<file path="src/rtl/fifo_rd_ctrl.sv">
// Read-side controller for the 4-entry register FIFO: owns the read pointer,
// derives empty/full/occupancy from the writer's pointer, and registers the popped head.
module fifo_rd_ctrl #(
  parameter int DATA_WIDTH = 64
) (
  input  logic                  clk,
  input  logic                  rst_n,
  input  logic                  rd_req,
  input  logic [2:0]            wr_ptr_curr,
  input  logic [DATA_WIDTH-1:0] entry0,
  input  logic [DATA_WIDTH-1:0] entry1,
  input  logic [DATA_WIDTH-1:0] entry2,
  input  logic [DATA_WIDTH-1:0] entry3,
  output logic [2:0]            rd_ptr_curr,
  output logic [3:0]            rd_en,
  output logic [DATA_WIDTH-1:0] data_out,
  output logic                  data_valid,
  output logic                  empty,
  output logic                  full,
  output logic [2:0]            count,
  output logic                  err
);

  logic [2:0]            diff;
  logic                  illegal;
  logic                  pop;
  logic [DATA_WIDTH-1:0] head;

  // A 4-deep FIFO can never be more than 4 ahead, so differences 5..7 mean corrupted pointers.
  assign diff    = wr_ptr_curr - rd_ptr_curr;
  assign illegal = diff[2] && (diff[1:0] != 2'b00);

  assign count = illegal ? 3'd0 : diff;
  assign empty = !illegal && (wr_ptr_curr == rd_ptr_curr);
  assign full  = !illegal && (wr_ptr_curr[1:0] == rd_ptr_curr[1:0])
                          && (wr_ptr_curr[2] != rd_ptr_curr[2]);

  assign pop = rst_n && rd_req && !empty && !illegal;

  always_comb begin
    head = entry0;
    case (rd_ptr_curr[1:0])
      2'd0: head = entry0;
      2'd1: head = entry1;
      2'd2: head = entry2;
      2'd3: head = entry3;
      default: head = entry0;
    endcase
  end

  always_comb begin
    rd_en = 4'b0000;
    if (pop) rd_en[rd_ptr_curr[1:0]] = 1'b1;
  end

  always_ff @(posedge clk) begin
    if (!rst_n) begin
      rd_ptr_curr <= 3'b000;
      data_out    <= '0;
      data_valid  <= 1'b0;
      err         <= 1'b0;
    end else begin
      data_valid <= pop;
      err        <= (rd_req && empty) || illegal;
      if (pop) begin
        data_out    <= head;
        rd_ptr_curr <= rd_ptr_curr + 3'd1;
      end
    end
  end

endmodule
</file>
<file path="config.mk">
export PLATFORM = sky130hd
export DESIGN_NAME = fifo_rd_ctrl
export DESIGN_NICKNAME = d
export VERILOG_FILES = /design/src/rtl/fifo_rd_ctrl.sv
export SDC_FILE = /design/constraint.sdc
export NUM_CORES = 1
export LEC_CHECK = 0
export CORE_AREA = 5 5 129 131
export DETAILED_ROUTE_END_ITERATION = 10
export DIE_AREA = 0 0 134 136
export PLACE_DENSITY = 0.8
export SYNTH_ARGS = -nofsm -noshare
export SYNTH_HDL_FRONTEND = slang
export SYNTH_SLANG_ARGS = --single-unit
</file>
<file path="constraint.sdc">
create_clock -name clk -period 3.2 [get_ports clk]
set_input_delay 0.64 -clock clk [delete_from_list [all_inputs] [get_ports clk]]
set_output_delay 0.64 -clock clk [all_outputs]
set_load 0.01 [all_outputs]
</file>
# Yosys cells after proc, flatten, opt, wreduce, memory -nomap -nowiden
# Index checks and enable logic that the tools add are counted.
# op_classes
n_addsub	2
magnitude_cmp	2
n_eq_ne	6
n_mux	5
reduce_logical	14
# ops
cell	n
64-bit case mux with 4 select lines	1
1-bit logical AND	9
2-bit equality test, second input constant	2
4-bit two-way mux	1
3-bit by 1-bit adder with 3-bit output, second input constant	1
3-bit equality test	1
2-bit by 3-bit less-than comparator with 1-bit output, second input constant	1
3-bit two-way mux	1
3-bit subtractor	1
1-bit demux with 2-bit select	1
2-bit by 1-bit equality test with 1-bit output, second input constant	1
2-bit equality test	1
2-bit by 1-bit >= comparator with 1-bit output, second input constant	1
1-bit zero test	2
2-bit zero test	1
2-bit nonzero test	1
1-bit logical OR	1
1-bit two-way mux	1
1-bit != test	1
# totals
reg_bits	69
input_bits	262
out_inout_bits	78

# Depth between registers and ports, before layout
# Gate-level depths: netlist of the first run.
# logic_depth
ltp_word	9
ltp_mapped	10
ltp_nobuf	7

# Worst setup path before layout of the first run
# OpenSTA, ideal clock, no wires.
# synth_timing
path_kind	input to output
from	input wr_ptr_curr[0]
to	output rd_en[0]
arrival_ns	2.236
required_ns	2.560
slack_ns	0.324
cell_stages	8
n_path_buf	2
path_cell_list	inv_1 > ha_1 > fa_1 > xor3_1 > a221oi_2 > buf_4 > buf_8 > and2_1
# synth_between
elab_chain_cells	9
word_cells_on_any_way	10
classes_between	1 x add/sub; 1 x eq/ne; 1 x mux; 7 x reduce/logical
# synth_rtl
item	line_no	source
start, declared	9	input logic [2:0] wr_ptr_curr,
3-bit subtractor	30	assign diff = wr_ptr_curr - rd_ptr_curr;
2-bit nonzero test	31	assign illegal = diff[2] && (diff[1:0] != 2'b00);
1-bit logical AND	31	
1-bit zero test	34, 38	
1-bit logical AND	34	assign empty = !illegal && (wr_ptr_curr == rd_ptr_curr);
1-bit zero test	38	assign pop = rst_n && rd_req && !empty && !illegal;
1-bit logical AND	38	
1-bit logical AND (*)	38	
4-bit two-way mux (*)	53	if (pop) rd_en[rd_ptr_curr[1:0]] = 1'b1;
end, declared	15	output logic [3:0] rd_en,
# Every way passes the cells marked *; elsewhere a longest branch is shown, timed or not.

# Worst setup path in the final report of the first run
# layout_timing
from	input wr_ptr_curr[0]
to	output rd_en[2]
# Same word-level chain as after synthesis.

==> results.txt, run 1 <==
----------------------------------------------------
[Status]
  Outcome ... completed

[Setup path]
  Largest driver fanout on the critical path ... 3
  Most used cell, CP ... sky130_fd_sc_hd__buf_2
  Delay of the slowest cell on the worst path ... 0.59 ns
  Startpoint of the most critical register-to-register path ... rd_ptr_curr[0]
  Slowest cell on crit path ... sky130_fd_sc_hd__fa_2
  Critical path launch point type ... input port
  Length in cells of the worst reg-to-reg path ... 8
  Arrival @ worst endpoint ... 2.38 ns
  Crit path required time ... 2.56 ns
  Nature of the critical path endpoint ... output pin
  Gate family responsible for the most delay along the worst path ... adder cells
  Number of buffers and inverters on the critical path ... 5
  Worst R2R Setup Slack ... 0.67 ns
  Type of the setup path with the least slack ... input port to output pin
  Endpoint of the worst-slack reg-to-reg timing path ... data_out[11]
  List of cells traversed by the critical path ... buf_2 -> inv_2 -> ha_4 -> fa_2 -> nand2_2 -> a221oi_4 -> buf_4 -> buf_6 -> and2_1 -> buf_2

[STA]
  Slew Viols, Final ... 0
  Final number of setup-violating endpoints ... 0
  Final critical delay including setup and external delays ... 3.02 ns
  Total negative slack ... 0 ns
  Share of the clock period used by the worst path ... 94.4%
  Setup skew after layout ... 0.00533 ns
  Fmax ... 331 MHz
  Actual transition at the worst max-transition pin ... 0.768 ns
  Relative slew slack ... 48.8%
  RSZ-0062 raised after global routing ... no
  Number of hold violations in the final report ... 0

[Placed design]
  Final weighted congestion in routability-driven placement ... 0.842
  Port-buffer cells ... 339
  HPWL after DPL ... 13.8 mm
  Number of placed instances with taps included ... 1,106

[Synth]
  Yosys warning count ... 0
  Async S/R FF share, synth ... 0%
  Flip-flop and latch count after synthesis ... 69
  Post-synthesis instance area ... 4280 um2
  Sequential share of the synthesized area ... 32.3%
  Top post-synthesis cells by count ... sky130_fd_sc_hd__nand2_1, sky130_fd_sc_hd__a21oi_1, sky130_fd_sc_hd__dfxtp_1, sky130_fd_sc_hd__nor2b_1, sky130_fd_sc_hd__a22oi_1
  Cell types with the largest area share after synthesis ... sky130_fd_sc_hd__dfxtp_1, sky130_fd_sc_hd__a21oi_1, sky130_fd_sc_hd__nand2_1, sky130_fd_sc_hd__a22oi_1, sky130_fd_sc_hd__nor2b_1
  Number of distinct library cells after synthesis ... 26
  EDFF count, synth ... 0
  Share of the synthesized area in the top cell type ... 32.3%
  Mean area per synthesized cell ... 6.97 um2
  Number of nets in the synthesized netlist ... 884
  Most common cell in the netlist ... sky130_fd_sc_hd__nand2_1
  Cells after synthesis ... 614
  Top_reg_cell synth ... sky130_fd_sc_hd__dfxtp_1
  Leading area contributor after synthesis ... sky130_fd_sc_hd__dfxtp_1

[Floorplanning]
  Std-Cell Rows ... 46
  Height of the die ... 136 um
  Floorplan die area ... 18,200 um2
  Die boundary width ... 134 um
  Starting Density ... 27.7%
  Area of the core region ... 15,500 um2
  Number of top-level pins ... 340

[Detailed routing]
  Detailed router's first-iteration violation count ... 274
  Aggregate routed wire length ... 18.4 mm
  Number of design rule violations left after detail routing ... 0
  Remaining number of nets flagged by the antenna check after routing ... 0
  Average wire per standard cell ... 16.4 um
  Via Count ... 5,413
  Detailed-route vias per instance ... 4.82
  Number of search-and-repair iterations in the first detailed-routing pass ... 5

[Power]
  Power density cells ... 450 nW/um2
  Leakage ... 2.90 nW
  Peak VDD IR ... 0.246 mV

[Layout]
  Area growth from synthesis to layout ... 89.8%
  Layout cell share with drive strength beyond 1 ... 6.12%
  Antenna diodes ... 0
  NumNets Final ... 1,197
  Final cell count without fillers ... 1,123

[Global routing]
  Pin count of the biggest net entering global routing ... 69
  Antenna violations before repair ... 2
  First-pass GRT wire length ... 27.8 mm
  GRT overflow ... 0
  Number of global-route vias before repair ... 5,301
  Tot GR Track Use ... 19.1%

[Hold path]
  Class of the most critical hold timing path ... flop to flop
  Hold EP ... data_out[45]
  Min-Delay Path Depth ... 2
  Worst hold path startpoint ... data_out[45]

[Clock network]
  Insertion delay of the later-clocked pin in the worst-skew pair ... 0.32 ns
  Clock slew at the register clock pins of the worst setup and hold paths ... 0.06 ns
  CTS H-tree depth ... 3
  Clock buffers created by TritonCTS ... 9
  Maximum count of clock buffers along a single path ... 2
  Total number of clock tree sinks ... 69
  Clock root buffer ... sky130_fd_sc_hd__clkbuf_16
  Clock tree from TritonCTS ... yes

[Job]
  Max cap viols ... 0

----------------------------------------------------
-- area by class of cell --
type                       count  area [um2]
inverter                       4        15.0
sequential                    69        1380
timing repair buffer         360        3540
fill                        1479        7360
clock buffer                  14         274
multi-input combinational    483        2670
tap                          192         240
clock inverter                 1        5.00
-- state kept, by name, summed over array words and instances, names as in the netlist --
| name | flops |
|---|---|
| data_out | 64 |
| rd_ptr_curr | 3 |
| data_valid | 1 |
| err | 1 |
-- cell usage in the layout (no fill, tap or decap), types with 5 or more instances in the layout --
| cell | netlist | layout |
|---|---|---|
| sky130_fd_sc_hd__clkbuf_16 | 0 | 9 |
| sky130_fd_sc_hd__a21oi_1 | 128 | 128 |
| sky130_fd_sc_hd__buf_4 | 2 | 19 |
| sky130_fd_sc_hd__a22oi_1 | 64 | 64 |
| sky130_fd_sc_hd__dfxtp_1 | 69 | 69 |
| sky130_fd_sc_hd__o21ai_0 | 58 | 58 |
| sky130_fd_sc_hd__clkdlybuf4s50_1 | 0 | 327 |
| sky130_fd_sc_hd__buf_2 | 2 | 5 |
| sky130_fd_sc_hd__nor2b_1 | 66 | 66 |
| sky130_fd_sc_hd__nand2_1 | 136 | 135 |
| sky130_fd_sc_hd__o21ai_1 | 6 | 6 |
-- worst register-to-register path: stages, from the launching register on --
cell and delay, ns:
sky130_fd_sc_hd__dfxtp_1 0.33, sky130_fd_sc_hd__ha_4 0.17, sky130_fd_sc_hd__fa_2 0.59, sky130_fd_sc_hd__nand2_2 0.08, sky130_fd_sc_hd__a221oi_4 0.29, sky130_fd_sc_hd__buf_4 0.15
sky130_fd_sc_hd__buf_6 0.10, sky130_fd_sc_hd__buf_4 0.44, sky130_fd_sc_hd__o21ai_0 0.23
-- metal layers --
layer  vias up  part of all wire [%]  wire [um]  track usage [%]
met5         -                  0.15         27                0
met4         4                   2.3        424             7.03
met3        29                   7.1       1310             4.70
met2       196                    51       9400             34.6
met1      2433                    39       7230             21.8
li1       2751                     -          -                -
-- metrics by stage --
step	utilization (%)	power [W]	instance area, um2	setup WS [ns]	hold slack, ns
floorplan	-	0.00188	4280	0.324	0.473
global placement	50.5	0.00272	7820	-0.617	0.435
detailed placement	50.5	0.00274	7820	-0.619	0.443
CTS	52.5	0.00371	8130	0.0413	0.451
global route	52.5	0.00391	8130	0.0776	0.475
finish	52.5	0.00366	8130	0.178	0.448
-- logic make-up after synthesis --
family / share of synthesized area, %
compound gates: 34.6
simple gates: 22.9
flops: 32.3
buf+inv: 6.78
fa+ha+maj: 2.51
xor+xnor: 0.760
mux: 0.234
-- worst max-delay path by stage --
stage / start / endpoint / slack [ns] / cells past startpoint
5_1_grt: wr_ptr_curr[0] / rd_en[2] / 0.08 / 10
3_3_place_gp: wr_ptr_curr[0] / rd_en[3] / -0.62 / 9
4_1_cts: wr_ptr_curr[0] / rd_en[2] / 0.04 / 10
2_1_floorplan: wr_ptr_curr[0] / rd_en[0] / 0.32 / 8
6_report: wr_ptr_curr[0] / rd_en[2] / 0.18 / 10
3_5_place_dp: wr_ptr_curr[0] / rd_en[3] / -0.62 / 9
-- power by group --
group          switching, W  internal, W
Combinational      0.000754     0.000889
Sequential        0.0000743      0.00100
Clock              0.000352     0.000583
Total               0.00118      0.00247
-- repair_timing --
item / in CTS / in global routing
hold buffers: 0 / 0
endpoints found under the setup margin: 9 / 3
pin swaps: 4 / 1
resized for setup: 43 / 0
setup buffers: 3 / 0
Note: power is estimated with default switching activity, not from simulation.
==> run 2: changes to the inputs <==
ABC_AREA = 1   (was not set)
CORE_AREA = 5 5 130 132   (was 5 5 129 131)
DIE_AREA = 0 0 135 137   (was 0 0 134 136)
PLACE_DENSITY = 0.81   (was 0.8)
==> run 2 against run 1 <==
  * Synthesized cell count increased by 26%
  * Maximum frequency decreased by 5.6%
  * Sequential share of layout area decreased by 0.46 points
  * Die area increased by 1.5%
  * Register-to-register slack improved by 0.29 ns
==> results.txt, run 2 <==
----------------------------------------------------
[Status]
  Outcome ... completed (unchanged)

[STA]
  Share of the clock period used by the worst path ... 100% (was 94.4%)
  Total negative slack ... 0 ns (unchanged)
  Slew Viols, Final ... 0 (unchanged)
  Final number of setup-violating endpoints ... 0 (unchanged)
  Relative slew slack ... 46.6% (was 48.8%)
  Fmax ... 313 MHz (was 331 MHz)
  Setup skew after layout ... 0.0113 ns (was 0.00533 ns)
  RSZ-0062 raised after global routing ... yes (was no)
  Actual transition at the worst max-transition pin ... 0.801 ns (was 0.768 ns)
  Final critical delay including setup and external delays ... 3.20 ns (was 3.02 ns)
  Number of hold violations in the final report ... 0 (unchanged)
  Post-route worst hold slack ... 0.478 ns (was 0.448 ns)

[Synth]
  Share of the synthesized area in the top cell type ... 30.7% (was 32.3%)
  Mean area per synthesized cell ... 5.84 um2 (was 6.97 um2)
  Top post-synthesis cells by count ... sky130_fd_sc_hd__nand2_1, sky130_fd_sc_hd__nor2_1, sky130_fd_sc_hd__dfxtp_1, sky130_fd_sc_hd__nand3_1, sky130_fd_sc_hd__nand4_1 (was sky130_fd_sc_hd__nand2_1, sky130_fd_sc_hd__a21oi_1, sky130_fd_sc_hd__dfxtp_1, sky130_fd_sc_hd__nor2b_1, sky130_fd_sc_hd__a22oi_1)
  Cells after synthesis ... 771 (was 614)
  Top_reg_cell synth ... sky130_fd_sc_hd__dfxtp_1 (unchanged)
  Number of distinct library cells after synthesis ... 20 (was 26)
  Async S/R FF share, synth ... 0% (unchanged)
  Number of nets in the synthesized netlist ... 1,041 (was 884)
  Sequential share of the synthesized area ... 30.7% (was 32.3%)
  Flip-flop and latch count after synthesis ... 69 (unchanged)
  Cell types with the largest area share after synthesis ... sky130_fd_sc_hd__dfxtp_1, sky130_fd_sc_hd__nand2_1, sky130_fd_sc_hd__nor2_1, sky130_fd_sc_hd__nand4_1, sky130_fd_sc_hd__nand3_1 (was sky130_fd_sc_hd__dfxtp_1, sky130_fd_sc_hd__a21oi_1, sky130_fd_sc_hd__nand2_1, sky130_fd_sc_hd__a22oi_1, sky130_fd_sc_hd__nor2b_1)
  Yosys warning count ... 0 (unchanged)
  Most common cell in the netlist ... sky130_fd_sc_hd__nand2_1 (unchanged)
  EDFF count, synth ... 0 (unchanged)
  Leading area contributor after synthesis ... sky130_fd_sc_hd__dfxtp_1 (unchanged)
  Post-synthesis instance area ... 4510 um2 (was 4280 um2)

[Floorplanning]
  Die boundary width ... 135 um (was 134 um)
  Starting Density ... 28.9% (was 27.7%)
  Height of the die ... 137 um (was 136 um)
  Number of top-level pins ... 340 (unchanged)
  Area of the core region ... 15,600 um2 (was 15,500 um2)
  Std-Cell Rows ... 46 (unchanged)
  Floorplan die area ... 18,500 um2 (was 18,200 um2)

[Layout]
  Number of fillers in the final layout ... 1,509 (was 1,479)
  Leading cell type in the layout, fill and taps excluded ... sky130_fd_sc_hd__clkdlybuf4s50_1 (unchanged)
  Final cell count without fillers ... 1,300 (was 1,123)
  Fraction of the core area covered by cells at the end of the flow ... 53.6% (was 52.5%)
  Area of all placed cells without fillers ... 8350 um2 (was 8130 um2)
  Registers with the most flip-flops ... data_out x64, rd_ptr_curr x3 (unchanged)
  Antenna diodes ... 0 (unchanged)
  NumNets Final ... 1,351 (was 1,197)
  Area used by sequential logic in the layout ... 1380 um2 (unchanged)
  Largest Register ... data_out (unchanged)
  Layout cell share with drive strength beyond 1 ... 5.72% (was 6.12%)
  Multi-input gate area in the final layout ... 2810 um2 (was 2670 um2)
  Top library cells by usage in the layout, fill and taps aside ... sky130_fd_sc_hd__clkdlybuf4s50_1, sky130_fd_sc_hd__nand2_1, sky130_fd_sc_hd__nor2_1 (was sky130_fd_sc_hd__clkdlybuf4s50_1, sky130_fd_sc_hd__nand2_1, sky130_fd_sc_hd__a21oi_1)
  Area growth from synthesis to layout ... 85.4% (was 89.8%)
  Number of flip-flops under the largest register name ... 64 (unchanged)

[Placed design]
  Final weighted congestion in routability-driven placement ... 0.867 (was 0.842)
  HPWL after DPL ... 14.5 mm (was 13.8 mm)
  Number of placed instances with taps included ... 1,283 (was 1,106)
  Placed Instance Area ... 8070 um2 (was 7820 um2)
  Port-buffer cells ... 339 (unchanged)

[Power]
  Leakage ... 3.09 nW (was 2.90 nW)
  Power density cells ... 364 nW/um2 (was 450 nW/um2)
  Peak VDD IR ... 0.292 mV (was 0.246 mV)

[Detailed routing]
  Aggregate routed wire length ... 20.0 mm (was 18.4 mm)
  Via Count ... 6,225 (was 5,413)
  Detailed router's first-iteration violation count ... 324 (was 274)
  Average wire per standard cell ... 15.4 um (was 16.4 um)
  Detailed-route vias per instance ... 4.79 (was 4.82)
  Number of design rule violations left after detail routing ... 0 (unchanged)
  Number of search-and-repair iterations in the first detailed-routing pass ... 5 (unchanged)
  Remaining number of nets flagged by the antenna check after routing ... 0 (unchanged)

[Setup path]
  Delay of the slowest cell on the worst path ... 0.56 ns (was 0.59 ns)
  Type of the setup path with the least slack ... input port to output pin (unchanged)
  Critical path launch point type ... input port (unchanged)
  Crit path required time ... 2.56 ns (about the same)
  Slowest cell on crit path ... sky130_fd_sc_hd__fa_2 (unchanged)
  Nature of the critical path endpoint ... output pin (unchanged)
  Arrival @ worst endpoint ... 2.56 ns (was 2.38 ns)
  List of cells traversed by the critical path ... clkdlybuf4s50_1 -> inv_1 -> ha_2 -> fa_2 -> nand2_2 -> nand3_2 -> buf_4 -> nand2_4 -> nor2_2 -> buf_2 (was buf_2 -> inv_2 -> ha_4 -> fa_2 -> nand2_2 -> a221oi_4 -> buf_4 -> buf_6 -> and2_1 -> buf_2)
  Largest driver fanout on the critical path ... 5 (was 3)

[Global routing]
  First-pass GRT wire length ... 29.7 mm (was 27.8 mm)
  Number of global-route vias before repair ... 5,911 (was 5,301)
  Pin count of the biggest net entering global routing ... 68 (was 69)
  Tot GR Track Use ... 20.1% (was 19.1%)
  Antenna violations before repair ... 0 (was 2)
  GRT overflow ... 0 (unchanged)

[Clock network]
  Clock tree from TritonCTS ... yes (unchanged)
  Insertion delay of the later-clocked pin in the worst-skew pair ... 0.33 ns (was 0.32 ns)
  Clock buffers created by TritonCTS ... 9 (unchanged)
  Clock slew at the register clock pins of the worst setup and hold paths ... 0.05 ns (was 0.06 ns)
  Maximum count of clock buffers along a single path ... 2 (unchanged)
  CTS H-tree depth ... 3 (unchanged)
  Clock root buffer ... sky130_fd_sc_hd__clkbuf_16 (unchanged)
  Total number of clock tree sinks ... 69 (unchanged)

[Hold path]
  Class of the most critical hold timing path ... flop to flop (unchanged)

[Job]
  Max cap viols ... 0 (unchanged)

----------------------------------------------------
[run 2: cell count changes after synthesis, moves of 6 or more]
cell,change
sky130_fd_sc_hd__o21ai_1,-6
sky130_fd_sc_hd__nor2b_1,-66
sky130_fd_sc_hd__buf_2,+10
sky130_fd_sc_hd__a22oi_1,-64
sky130_fd_sc_hd__o21ai_0,+6
sky130_fd_sc_hd__nand4_1,+65
sky130_fd_sc_hd__nand3_1,+68
sky130_fd_sc_hd__and2_1,-6
sky130_fd_sc_hd__nand2_1,+132
sky130_fd_sc_hd__inv_1,+11
sky130_fd_sc_hd__a21oi_1,-126
sky130_fd_sc_hd__buf_1,+8
sky130_fd_sc_hd__nor2_1,+136
[run 2: worst paths after layout]
path | startpoint | endpoint | slack, ns | cells after the start
worst max-delay path | wr_ptr_curr[0] | rd_en[2] | 0.00007 | 10
worst max register to register | rd_ptr_curr[0] | data_out[29] | 0.96 | 10
worst min register to register | data_out[54] | data_out[54] | 0.48 | 2
worst min-delay path | data_out[54] | data_out[54] | 0.48 | 2
[run 2: worst max-delay path, delay by kind of cell]
| family | cells | cell delay [ns] |
|---|---|---|
| buffers and inverters | 4 | 0.77 |
| adder cells (fa/ha/maj) | 2 | 0.74 |
| AND/OR/NAND/NOR | 4 | 0.39 |
[run 2: cells by family (layout without fill, tap and decap cells)]
logic type | count (synthesis) | in the layout | synth area share (%)
XOR/XNOR | 1 | 1 | 0.194
adder cells (fa/ha/maj) | 8 | 8 | 2.39
AO/OA/AOI/OAI | 67 | 67 | 7.53
AND/OR/NAND/NOR | 545 | 545 | 51.3
flip-flops | 69 | 69 | 30.7
buffers and inverters | 81 | 394 | 7.91
[run 2: through the flow]
step                setup WS, ns  total power (W)
global route             -0.0288          0.00323
CTS                      0.00360          0.00306
global placement          -0.324          0.00212
detailed placement        -0.363          0.00213
floorplan                  0.482          0.00150
finish                 0.0000688          0.00304
[run 2: where the power goes]
group	switching (W)	total, W	internal [W]	leakage, nW
clock	0.000362	0.000917	0.000555	0.134
combinational	0.000532	0.00116	0.000623	2.39
sequential	0.0000349	0.000967	0.000932	0.565
total	0.000929	0.00304	0.00211	3.09
[run 2: what timing repair did]
action,CTS,global route
hold endpoints to repair,0,0
setup buffers,3,1
hold buffers,0,0
gates cloned,0,0
pin swaps,0,2
resized for setup,27,13
endpoints found under the setup margin,9,8
[run 2: layout make-up]
type                    count  share of cell area [%]
clock inverters             2                   0.120
clock buffers              12                    3.07
repair buffers            363                    42.6
multi-input cells         621                    33.6
flip-flops and latches     69                    16.5
inverters                  17                   0.779
well taps                 216                    3.23
[run 2: per-layer routing]
metal | global-route usage, % | wire length [um]
met2 | 35.3 | 10000
met5 | 0 | 0
met1 | 23.3 | 7870
met4 | 6.10 | 357
met3 | 6.76 | 1760
==> run 3: changes to the inputs <==
HOLD_SLACK_MARGIN = 0.03   (was not set)
SLEW_MARGIN = 30   (was not set)
==> results of run 3 <==
No change in the layout: final DEF, timing and power equal those of run 2.
